### src/rtl/ok_fifo64x8_reader_pkg.sv
// Shared sizing constants and output-stage state encoding for the 64x8 reader FIFO.
// No logic; imported by the RAM and the FIFO top.
// Keep these in sync with the port widths the consumers expect.
package ok_fifo64x8_reader_pkg;

    localparam int DEPTH = 64;
    localparam int AW    = 6;
    localparam int DW    = 8;
    localparam int CW    = 7;

    typedef enum logic {
        OST_EMPTY = 1'b0,
        OST_HOLD  = 1'b1
    } ostate_e;

endpackage

### src/rtl/ok_fifo64x8_reader_dpram.sv
// 64x8 dual-port RAM: synchronous write port, asynchronous read port.
// Read data is valid in the same cycle as the read address; writes land on the rising edge.
// No flow control; the caller owns pointer management.
module ok_dpram64x8
    import ok_fifo64x8_reader_pkg::*;
(
    input  logic          clk_i,
    input  logic          wr_en_i,
    input  logic [AW-1:0] wr_addr_i,
    input  logic [DW-1:0] wr_din_i,
    input  logic [AW-1:0] rd_addr_i,
    output logic [DW-1:0] rd_dout_o
);

    // Contents are deliberately left unreset; occupancy tracking makes stale words unreachable.
    logic [DW-1:0] mem_q [DEPTH];

    always_ff @(posedge clk_i) begin
        if (wr_en_i) begin
            mem_q[wr_addr_i] <= wr_din_i;
        end
    end

    assign rd_dout_o = mem_q[rd_addr_i];

endmodule

### src/rtl/ok_fifo64x8_reader.sv
// 64-word FIFO with a registered output stage (valid/ready); occupancy counts RAM plus output stage.
// A write reaches dout_valid two edges after it is sampled; no bypass path.
// dout is held stable while dout_ready is low; writes while full are dropped and flagged sticky.
module ok_fifo64x8_reader
    import ok_fifo64x8_reader_pkg::*;
#(
    parameter int AFULL_THRESH  = 56,
    parameter int AEMPTY_THRESH = 8
) (
    input  logic          clk,
    input  logic          reset,
    input  logic          flush,
    input  logic          wr_en,
    input  logic [DW-1:0] din,
    output logic          full,
    output logic [DW-1:0] dout,
    output logic          dout_valid,
    input  logic          dout_ready,
    output logic [CW-1:0] count,
    output logic          almost_full,
    output logic          almost_empty,
    output logic          overflow
);

    localparam logic [CW-1:0] AF_T  = CW'(AFULL_THRESH);
    localparam logic [CW-1:0] AE_T  = CW'(AEMPTY_THRESH);
    localparam logic [CW-1:0] CNT_F = CW'(DEPTH);

    logic [AW-1:0] wptr_q, wptr_d;
    logic [AW-1:0] rptr_q, rptr_d;
    logic [CW-1:0] ram_cnt_q, ram_cnt_d;
    ostate_e       state_q, state_d;
    logic [DW-1:0] dout_q, dout_d;
    logic          ovf_q, ovf_d;

    logic          wr_acc;
    logic          load;
    logic          ram_we;
    logic [DW-1:0] rd_dat;

    ok_dpram64x8 u_ram (
        .clk_i     (clk),
        .wr_en_i   (ram_we),
        .wr_addr_i (wptr_q),
        .wr_din_i  (din),
        .rd_addr_i (rptr_q),
        .rd_dout_o (rd_dat)
    );

    always_ff @(posedge clk or posedge reset) begin
        if (reset) begin
            wptr_q    <= '0;
            rptr_q    <= '0;
            ram_cnt_q <= '0;
            state_q   <= OST_EMPTY;
            dout_q    <= '0;
            ovf_q     <= 1'b0;
        end else begin
            wptr_q    <= wptr_d;
            rptr_q    <= rptr_d;
            ram_cnt_q <= ram_cnt_d;
            state_q   <= state_d;
            dout_q    <= dout_d;
            ovf_q     <= ovf_d;
        end
    end

    always_comb begin
        wptr_d    = wptr_q;
        rptr_d    = rptr_q;
        ram_cnt_d = ram_cnt_q;
        state_d   = state_q;
        dout_d    = dout_q;
        ovf_d     = ovf_q;

        wr_acc = wr_en && !full;
        load   = (ram_cnt_q != '0) && ((state_q == OST_EMPTY) || dout_ready);
        ram_we = wr_acc && !flush;

        if (flush) begin
            // dout keeps its last value; dout_valid low already makes it meaningless.
            wptr_d    = '0;
            rptr_d    = '0;
            ram_cnt_d = '0;
            state_d   = OST_EMPTY;
            ovf_d     = 1'b0;
        end else begin
            if (wr_en && full) begin
                ovf_d = 1'b1;
            end
            if (wr_acc) begin
                wptr_d = wptr_q + AW'(1);
            end
            if (load) begin
                rptr_d  = rptr_q + AW'(1);
                dout_d  = rd_dat;
                state_d = OST_HOLD;
            end else if ((state_q == OST_HOLD) && dout_ready) begin
                state_d = OST_EMPTY;
            end
            case ({wr_acc, load})
                2'b10:   ram_cnt_d = ram_cnt_q + CW'(1);
                2'b01:   ram_cnt_d = ram_cnt_q - CW'(1);
                default: ram_cnt_d = ram_cnt_q;
            endcase
        end
    end

    assign full         = (ram_cnt_q == CNT_F);
    assign dout         = dout_q;
    assign dout_valid   = (state_q == OST_HOLD);
    assign count        = ram_cnt_q + {{(CW-1){1'b0}}, dout_valid};
    assign almost_full  = (count >= AF_T);
    assign almost_empty = (count <= AE_T);
    assign overflow     = ovf_q;

endmodule

### config.mk
export PLATFORM = sky130hd
export DESIGN_NAME = ok_fifo64x8_reader
export DESIGN_NICKNAME = d
export VERILOG_FILES = /design/src/rtl/ok_fifo64x8_reader_pkg.sv /design/src/rtl/ok_fifo64x8_reader_dpram.sv /design/src/rtl/ok_fifo64x8_reader.sv
export SDC_FILE = /design/constraint.sdc
export NUM_CORES = 1
export LEC_CHECK = 0
export ABC_AREA = 0
export CAP_MARGIN = 5
export CORE_MARGIN = 1
export CORE_UTILIZATION = 45
export CTS_CLUSTER_DIAMETER = 200
export DETAILED_ROUTE_END_ITERATION = 10
export PLACE_DENSITY_LB_ADDON = 0.05
export SLEW_MARGIN = 20
export SYNTH_ARGS = -nofsm -noshare
export SYNTH_HDL_FRONTEND = slang
export SYNTH_SLANG_ARGS = --single-unit
### constraint.sdc
create_clock -name clk -period 3.8 [get_ports clk]
set_clock_uncertainty 0.15 [all_clocks]
set_input_delay 0.95 -clock clk [delete_from_list [all_inputs] [get_ports clk]]
set_output_delay 0.95 -clock clk [all_outputs]
set_load 0.02 [all_outputs]
# After elaboration in Yosys (flattened, before gate mapping)
# Memories as Yosys holds them, arrays and structs flattened. A register that Yosys moved wholly into a read port is not among the register bits.
# Cells that the tools add are included.
totals:
  register_bits: 21
  ram_bits: 512
  inputBits: 13
  output_inout_bits: 20
  word_cells: 46
  mem_count: 1
mem_list:
  columns: ["memory", "depth", "word_bits", "rd", "rd_ports_with_merged_regs", "write_ports", "line", "source"]
  rows:
  - ["u_ram.mem_q", 64, 8, 1, 1, 1, "ok_fifo64x8_reader_dpram.sv:16", "logic [DW-1:0] mem_q [DEPTH];"]
classes:
  n_addsub: 5
  n_lt_le_gt_ge: 2
  n_eq_ne: 3
  muxes: 13
  bitwise: 2
  n_reduce_logical: 15
op_table:
  columns: ["operator", "count"]
  rows:
  - ["6-bit two-way mux", 4]
  - ["7-bit case mux with 2 select lines", 1]
  - ["6-bit by 1-bit adder with 6-bit output (second input constant)", 2]
  - ["7-bit by 1-bit adder with 7-bit output", 1]
  - ["7-bit by 1-bit adder with 7-bit output (second input constant)", 1]
  - ["7-bit == test (second input constant)", 1]
  - ["7-bit by 6-bit greater-or-equal comparator with 1-bit output (second input constant)", 1]
  - ["7-bit by 4-bit <= comparator with 1-bit output (second input constant)", 1]
  - ["1-bit two-way mux", 7]
  - ["7-bit two-way mux", 1]
  - ["7-bit nonzero test", 1]
  - ["7-bit by 1-bit subtractor with 7-bit output (second input constant)", 1]
  - ["2-bit nonzero test", 3]
  - ["3-bit nonzero test", 2]
  - ["1-bit logical AND", 5]
  - ["2-bit by 1-bit == test with 1-bit output (second input constant)", 1]
  - ["2-bit == test (second input constant)", 1]
  - ["1-bit zero test", 2]
  - ["1-bit inverter", 2]
  - ["2-bit AND reduction", 1]
  - ["1-bit logical OR", 1]

# Depth between registers and ports, before layout
# Gate-level depths: netlist (run 1).
depth:
  depth_word: 6
  depth_mapped: 11

# Hierarchy
# A second synthesis (run 1) with hierarchy kept.
hier_totals:
  cells_unflattened: 1112
  hier_area_um2: 21784.6
modules_own_cells:
  columns: ["mod", "n_inst", "cells_per_inst", "area_per_inst_um2"]
  rows:
  - ["ok_dpram64x8", 1, 932, 20006.7]
  - ["ok_fifo64x8_reader", 1, 180, 1778.0]

# Worst setup path before layout (run 1)
# No wires, ideal clock.
synth_path:
  path_kind: "register -> output"
  startpoint: "register state_q, in the netlist dout_valid"
  endpoint: "output almost_empty"
  arrival_ns: 2.068
  t_required_ns: 2.700
  slack_ns: 0.632
  path_stages_with_launch: 7
  cell_sequence: "dfrtp_1 > ha_1 > ha_1 > nand3_1 > xor2_1 > inv_1 > nor4_1"
synth_between:
  elab_chain_cells: 2
synth_lines:
  columns: ["item", "line", "source"]
  rows:
  - ["start, declared", "ok_fifo64x8_reader.sv:32", "ostate_e state_q, state_d;"]
  - ["start signal, assigned", "ok_fifo64x8_reader.sv:62", "state_q <= state_d;"]
  - ["7-bit by 1-bit adder with 7-bit output", "ok_fifo64x8_reader.sv:112", "assign count = ram_cnt_q + {{(CW-1){1'b0}}, dout_valid};"]
  - ["via count[6]", "ok_fifo64x8_reader.sv:19", "output logic [CW-1:0] count,"]
  - ["7-bit by 4-bit <= comparator with 1-bit output", "ok_fifo64x8_reader.sv:114", "assign almost_empty = (count <= AE_T);"]
  - ["end, declared", "ok_fifo64x8_reader.sv:21", "output logic almost_empty,"]
# The timed path passes the listed nets, and every way through them passes these cells.

# Worst setup path after layout (run 1)
layout_path:
  startpoint: "register ram_cnt_q[3]"
  endpoint: "output full"
layout_between:
  elab_chain_cells: 1
layout_lines:
  columns: ["item", "line", "source"]
  rows:
  - ["start, declared", "ok_fifo64x8_reader.sv:31", "logic [CW-1:0] ram_cnt_q, ram_cnt_d;"]
  - ["start signal, assigned", "ok_fifo64x8_reader.sv:61", "ram_cnt_q <= ram_cnt_d;"]
  - ["7-bit == test", "ok_fifo64x8_reader.sv:109", "assign full = (ram_cnt_q == CNT_F);"]
  - ["end, declared", "ok_fifo64x8_reader.sv:15", "output logic full,"]
# Every way passes these cells.

==> results.cfg, run 1 <==
[timing]
setup_tns_ns = 0
rsz0062_at_grt = false
max_freq_ghz = 0.271
finalHoldViolCount = 0
finalMaxSlewViolations = 0
fin_crit_ns = 3.69
hold_ws_ns = 0.369
setup_viol = 0
post-route-period-util_pct = 97.0
worst_slew_pin_slew_ns = 0.774
worst_slack_ns = 0.114
relSlewSlack_pct = 48.2

[clock_network]
clock-sinks = 541
cts.clk_slew.worst_paths_ns = 0.06
post-cts-setup-buffer-count = 0
clk_latency_ns = 0.60
cts_max_level = 2
clock_path_buffers = 3
cts_tree = yes
cts_buffers = 55
cts-root-buf = clkbuf_16

[route]
post_drt_wl_per_cell_um = 25.5
drt_iter0_drc = 902
viasPerCell = 5.62
wl_um = 51200
ant_nets = 0
dr.pass1.iters = 5
vias = 11300
remaining_drc_errors = 0

[placement]
port_buffers = 32
dp_hpwl_um = 32100
place.gp.congestion = 0.857
post-place-cells = 1906
placedInstanceArea_um2 = 23400
pre_cts_slack_ns = 0.275

[finish]
final_nets = 1367
synthToLayoutAreaGrowth_pct = 16.3
fin_cells = 2006
num_antenna_cells = 0
final_area_um2 = 25200
drive_above_1_share_pct = 22.3
fillers = 3844
final_core_util_pct = 53.0

[synthesis]
synth_enable_flop_cells = 512
ys_warn_count = 0
synthCells = 1206
synth-async-reset-ratio_pct = 5.36
synth_area_um2 = 21700
synth_area_leader_cell = edfxtp_1
synthFlopType = edfxtp_1
synth.top_cell.area_share_pct = 70.8
yosysUniqueCellTypes = 57
synth_seq_area_share_pct = 74.2
synth_fp_nets = 1225
avgSynthCellArea_um2 = 18.0
synthTopCellsByArea = edfxtp_1 71%, mux4_2 7.1%, mux2i_1 6.0%, dfrtp_1 3.3%, a22oi_1 1.9%
ys_ff_latch = 541

[grt]
grt_max_degree = 65
grt_pass1_wl_um = 75900
grt_pass1_vias = 11400
antenna_found_initial = 0
grt_usage_pct = 21.2
grt_overflow = 0

[die]
die_y_um = 222
dieArea_um2 = 49100
num_rows = 80
io_pins = 33
die_w_um = 222
start_util_pct = 45.6
fp.coreArea_um2 = 47600

[status]
status = completed

[critical_path]
crit_type = reg -> out
ff2ff_path_depth = 9
worst_setup_path_end_kind = primary output
worst_ep_arrival_time_ns = 2.59
worstPathRequired_ns = 2.70
critPathLaunchType = flop
r2r_end = ram_cnt_q[6]$_DFFE_PP0P_
crit_fanout = 9
ff2ff_setup_slack_ns = 0.74
r2r-start = ram_cnt_q[3]$_DFFE_PP0P_

[power]
power_density_nw_per_um2 = 590
power_mw = 14.9
peakVddDrop_mv = 0.348
p_leak_nw = 8.04

[worst_hold_path]
holdPathStages = 2
holdPathEnd = overflow$_DFFE_PP0P_
hp-start = overflow$_DFFE_PP0P_
worstHoldPathType = reg -> reg

[run]
cap_viol_max_count = 0
## per-layer routing
metal  routed length [um]  part of all wire (%)  GRT usage (%)
met1                24000                    47           31.3
met2                23600                    46           32.7
met3                 2730                   5.3           3.70
met4                  895                   1.7           5.31
met5                    0                     0              0
## cell families (layout without fill, tap and decap cells)
group	Yosys count	after routing	share of synthesized area (%)
compound gates	149	149	4.87
mux	214	214	13.9
fa+ha+maj	6	6	0.346
flops	541	541	74.2
simple gates	205	205	4.28
buf+inv	72	257	1.69
xor+xnor	19	19	0.767
## layout make-up
type	instances	area, um^2	area share, %
flip-flops and latches	541	16100	63.8
multi-input cells	593	5240	20.8
clock buffers	67	1460	5.80
repair buffers	151	1280	5.08
well taps	615	769	3.05
clock inverters	33	355	1.41
inverters	6	22.5	0.0892
## cells in the final DEF, fill, tap and decap left out, types with 14 or more instances in the layout
master	netlist	final
a22oi_1	54	54
edfxtp_1	512	512
buf_4	9	110
dfrtp_1	29	25
clkdlybuf4s50_1	0	22
nor2_1	99	99
nand2_1	46	46
mux2i_1	131	131
mux4_2	68	68
o21ai_0	21	21
mux2_2	14	14
clkbuf_16	0	57
a21oi_1	19	19
## cell usage after synthesis, types with 2 or more instances
cell type  count
ha_1           6
and3_2         2
buf_2         20
nor2_1        99
nor2b_1       11
nand4_1        5
buf_1          7
o22ai_1        6
dfrtp_1       29
clkbuf_1      25
a31oi_1        5
edfxtp_1     512
nor3_1         5
mux2i_1      131
a221o_1        3
xnor2_1        6
o21ai_1        2
o21ai_0       21
mux2_2        14
o2111ai_1      2
xor2_1        13
a22o_1         2
nand3b_1       3
nand2_1       46
o211ai_1       6
mux4_2        68
a211o_1        2
nor4_1         3
inv_1          5
or3_1          2
buf_4          9
and3_1         2
a21oi_2        3
a221oi_1      10
nand2b_1       6
a22oi_1       54
a21oi_1       19
nand3_1       13
a211oi_1       7
buf_6          5
## sequential cells by signal, summed over array words and instances (netlist names)
name,flops
dout_valid,1
dout,8
u_ram.mem_q,512
wptr_q,6
overflow,1
rptr_q,6
ram_cnt_q,7
## worst max path at each step
stage                                          end                     start  depth (start not counted)
after floorplan                       almost_empty    dout_valid$_DFFE_PP0P_                          6
after detailed placement  ram_cnt_q[6]$_DFFE_PP0P_                     wr_en                         10
final                                         full  ram_cnt_q[3]$_DFFE_PP0P_                          3
after CTS                                     full  ram_cnt_q[3]$_DFFE_PP0P_                          3
after global routing                      count[4]  ram_cnt_q[0]$_DFFE_PP0P_                          5
after global placement    ram_cnt_q[6]$_DFFE_PP0P_                     wr_en                         10
## critical path, stage by stage, from the launching register on
cell and delay [ns]:
dfrtp_1 0.53, nor4_4 0.55, and3_2 0.31, clkdlybuf4s50_1 0.61
## where the power goes
group	internal [mW]	switching (mW)	total, mW	leakage (nW)
clock	3.26	2.19	5.46	0.889
sequential	6.64	0.155	6.79	4.98
combinational	1.11	1.54	2.65	2.17
total	11.0	3.89	14.9	8.04
## repair_timing
action / in CTS / in global routing
endpoints found under the setup margin: 2 / 1
resized for setup: 3 / 2
endpoints found under the hold margin: 0 / 0
hold buffers: 0 / 0
Note: power is estimated with default switching activity, not from simulation.
==> run 2, diff against run 1 <==
CTS_BUF_LIST = sky130_fd_sc_hd__clkbuf_8   (was default)
clock period = 3.3 ns   (was 3.8 ns; I/O delays follow)
==> results.cfg, run 2 (synthesized netlist as in run 1, its figures left out) <==
[route]
dr.pass1.iters = 5
viasPerCell = 5.49
ant_nets = 0
wl_um = 51700
drt_iter0_drc = 917
vias = 11400
post_drt_wl_per_cell_um = 24.8
remaining_drc_errors = 0

[critical_path]
r2r-start = ram_cnt_q[0]$_DFFE_PP0P_
crit_fanout = 3
critPathLaunchType = flop
ff2ff_setup_slack_ns = 0.44
ff2ff_path_depth = 10
worst_setup_path_end_kind = primary output
crit_type = reg -> out
worstPathRequired_ns = 2.32
worst_ep_arrival_time_ns = 2.29
r2r_end = ram_cnt_q[6]$_DFFE_PP0P_

[grt]
grt_pass1_vias = 11700
grt_max_degree = 65
grt_overflow = 0
antenna_found_initial = 1
grt_pass1_wl_um = 76400
grt_usage_pct = 21.5

[run]
cap_viol_max_count = 0

[finish]
largest_register_ff_count = 512
drive_above_1_share_pct = 25.1
synthToLayoutAreaGrowth_pct = 16.0
final_cell_mix = 512 x edfxtp_1, 132 x buf_4, 131 x mux2i_1
fillers = 3924
regArea_um2 = 16100
multi_input_area_um2 = 5290
final_nets = 1420
final_common_cell = edfxtp_1
largest-register = u_ram.mem_q
fin_cells = 2084

[timing]
relSlewSlack_pct = 46.6
finalMaxSlewViolations = 0
post-route-period-util_pct = 99.0
rsz0062_at_grt = true
setup_viol = 0
worst_slew_pin_slew_ns = 0.802
worst_slack_ns = 0.0319
fin_crit_ns = 3.27
finalHoldViolCount = 0
max_freq_ghz = 0.306

[die]
die_w_um = 222
die_y_um = 222
num_rows = 80
start_util_pct = 45.6
fp.coreArea_um2 = 47600
dieArea_um2 = 49100
io_pins = 33

[power]
power_density_nw_per_um2 = 650
power.internal_mw = 11.7
clkPwrFrac_pct = 32.5
power_frac_seq_pct = 47.9
sw_frac_of_total_pct = 28.3
switchingPower_mw = 4.63
power_mw = 16.4
combPwrFrac_pct = 19.6
p_leak_nw = 8.19
peakVddDrop_mv = 0.301

[clock_network]
clock_path_buffers = 3
clock-sinks = 541
cts_max_level = 3
cts.clk_slew.worst_paths_ns = 0.06
postCtsHoldBufs = 0
cts-root-buf = clkbuf_8
cts_tree = yes
cts_buffers = 90
clk_latency_ns = 0.67

[worst_hold_path]
holdPathEnd = u_ram.mem_q[54][4]$_DFFE_PP_
hp-start = din[4]
holdPathStages = 1
worstHoldPathType = in -> reg

[placement]
port_buffers = 32
post-place-cells = 1919
place.gp.congestion = 0.799
pre_cts_slack_ns = -0.00536
dp_hpwl_um = 32500

[status]
status = completed
## run 2: cell types whose count changed in the layout (fill, tap and decap cells not counted), moves of 6 or more
cell	previous run	this run
clkdlybuf4s50_1	22	16
buf_4	110	132
clkbuf_1	10	0
bufinv_16	8	1
inv_1	5	38
clkbuf_8	0	96
clkbuf_16	57	0
## run 2: how the worst max path moves through the flow
stage / slack [ns] / end / from / cells past startpoint
floorplan: 0.26 / almost_empty / dout_valid$_DFFE_PP0P_ / 6
CTS: -0.13 / almost_empty / dout_valid$_DFFE_PP0P_ / 7
detailed placement: -0.005 / ram_cnt_q[6]$_DFFE_PP0P_ / wr_en / 10
finish: 0.03 / almost_empty / dout_valid$_DFFE_PP0P_ / 6
global route: -0.08 / almost_empty / dout_valid$_DFFE_PP0P_ / 6
global placement: 0.007 / ram_cnt_q[6]$_DFFE_PP0P_ / wr_en / 10
## run 2: cell type report
class / instances / area share, %
inverters: 6 / 0.0895
well taps: 615 / 3.06
clock buffers: 96 / 5.25
flip-flops and latches: 541 / 64.0
multi-input cells: 593 / 21.0
diodes: 1 / 0.00994
repair buffers: 169 / 5.45
clock inverters: 63 / 1.12
## run 2: power groups by stage
stage	combinational, mW	clock, mW	sequential (mW)
5_1_grt	3.44	5.78	7.86
3_5_place_dp	3.15	0	7.99
3_3_place_gp	3.15	0	7.99
2_1_floorplan	1.98	0	7.92
6_report	3.21	5.33	7.83
4_1_cts	3.19	5.50	7.84
## run 2: stage by stage
stage | instance area (um^2) | TNS [ns] | hold WS, ns | util, %
6_report | 25200 | 0 | 0.317 | 52.8
5_1_grt | 25200 | -0.0818 | 0.293 | 52.8
4_1_cts | 25100 | -0.130 | 0.234 | 52.7
3_5_place_dp | 23500 | -0.00536 | 0.336 | 49.3
3_3_place_gp | 23500 | 0 | 0.327 | 49.3
2_1_floorplan | 21700 | 0 | 0.425 | -
## run 2: critical path, stage by stage (launching register included)
cell     delay [ns]
dfrtp_1        0.41
ha_4           0.19
ha_4           0.17
xor2_2         0.14
o31a_1         0.28
nor4_2         0.26
buf_4          0.18
## run 2: timing repair
item / 4_1_cts / 5_1_grt
pin swaps: 2 / 3
setup endpoints to repair: 9 / 3
resized for setup: 21 / 7
buffers inserted: 4 / 1
endpoints found under the hold margin: 0 / 0
## run 2: metal layers
metal / GRT usage, % / up-vias / share of wire (%)
met5: 0 / - / 0
met4: 7.86 / 0 / 2.3
met2: 32.6 / 315 / 46
met3: 4.11 / 84 / 5.4
met1: 31.0 / 5812 / 46
li1: - / 5224 / -
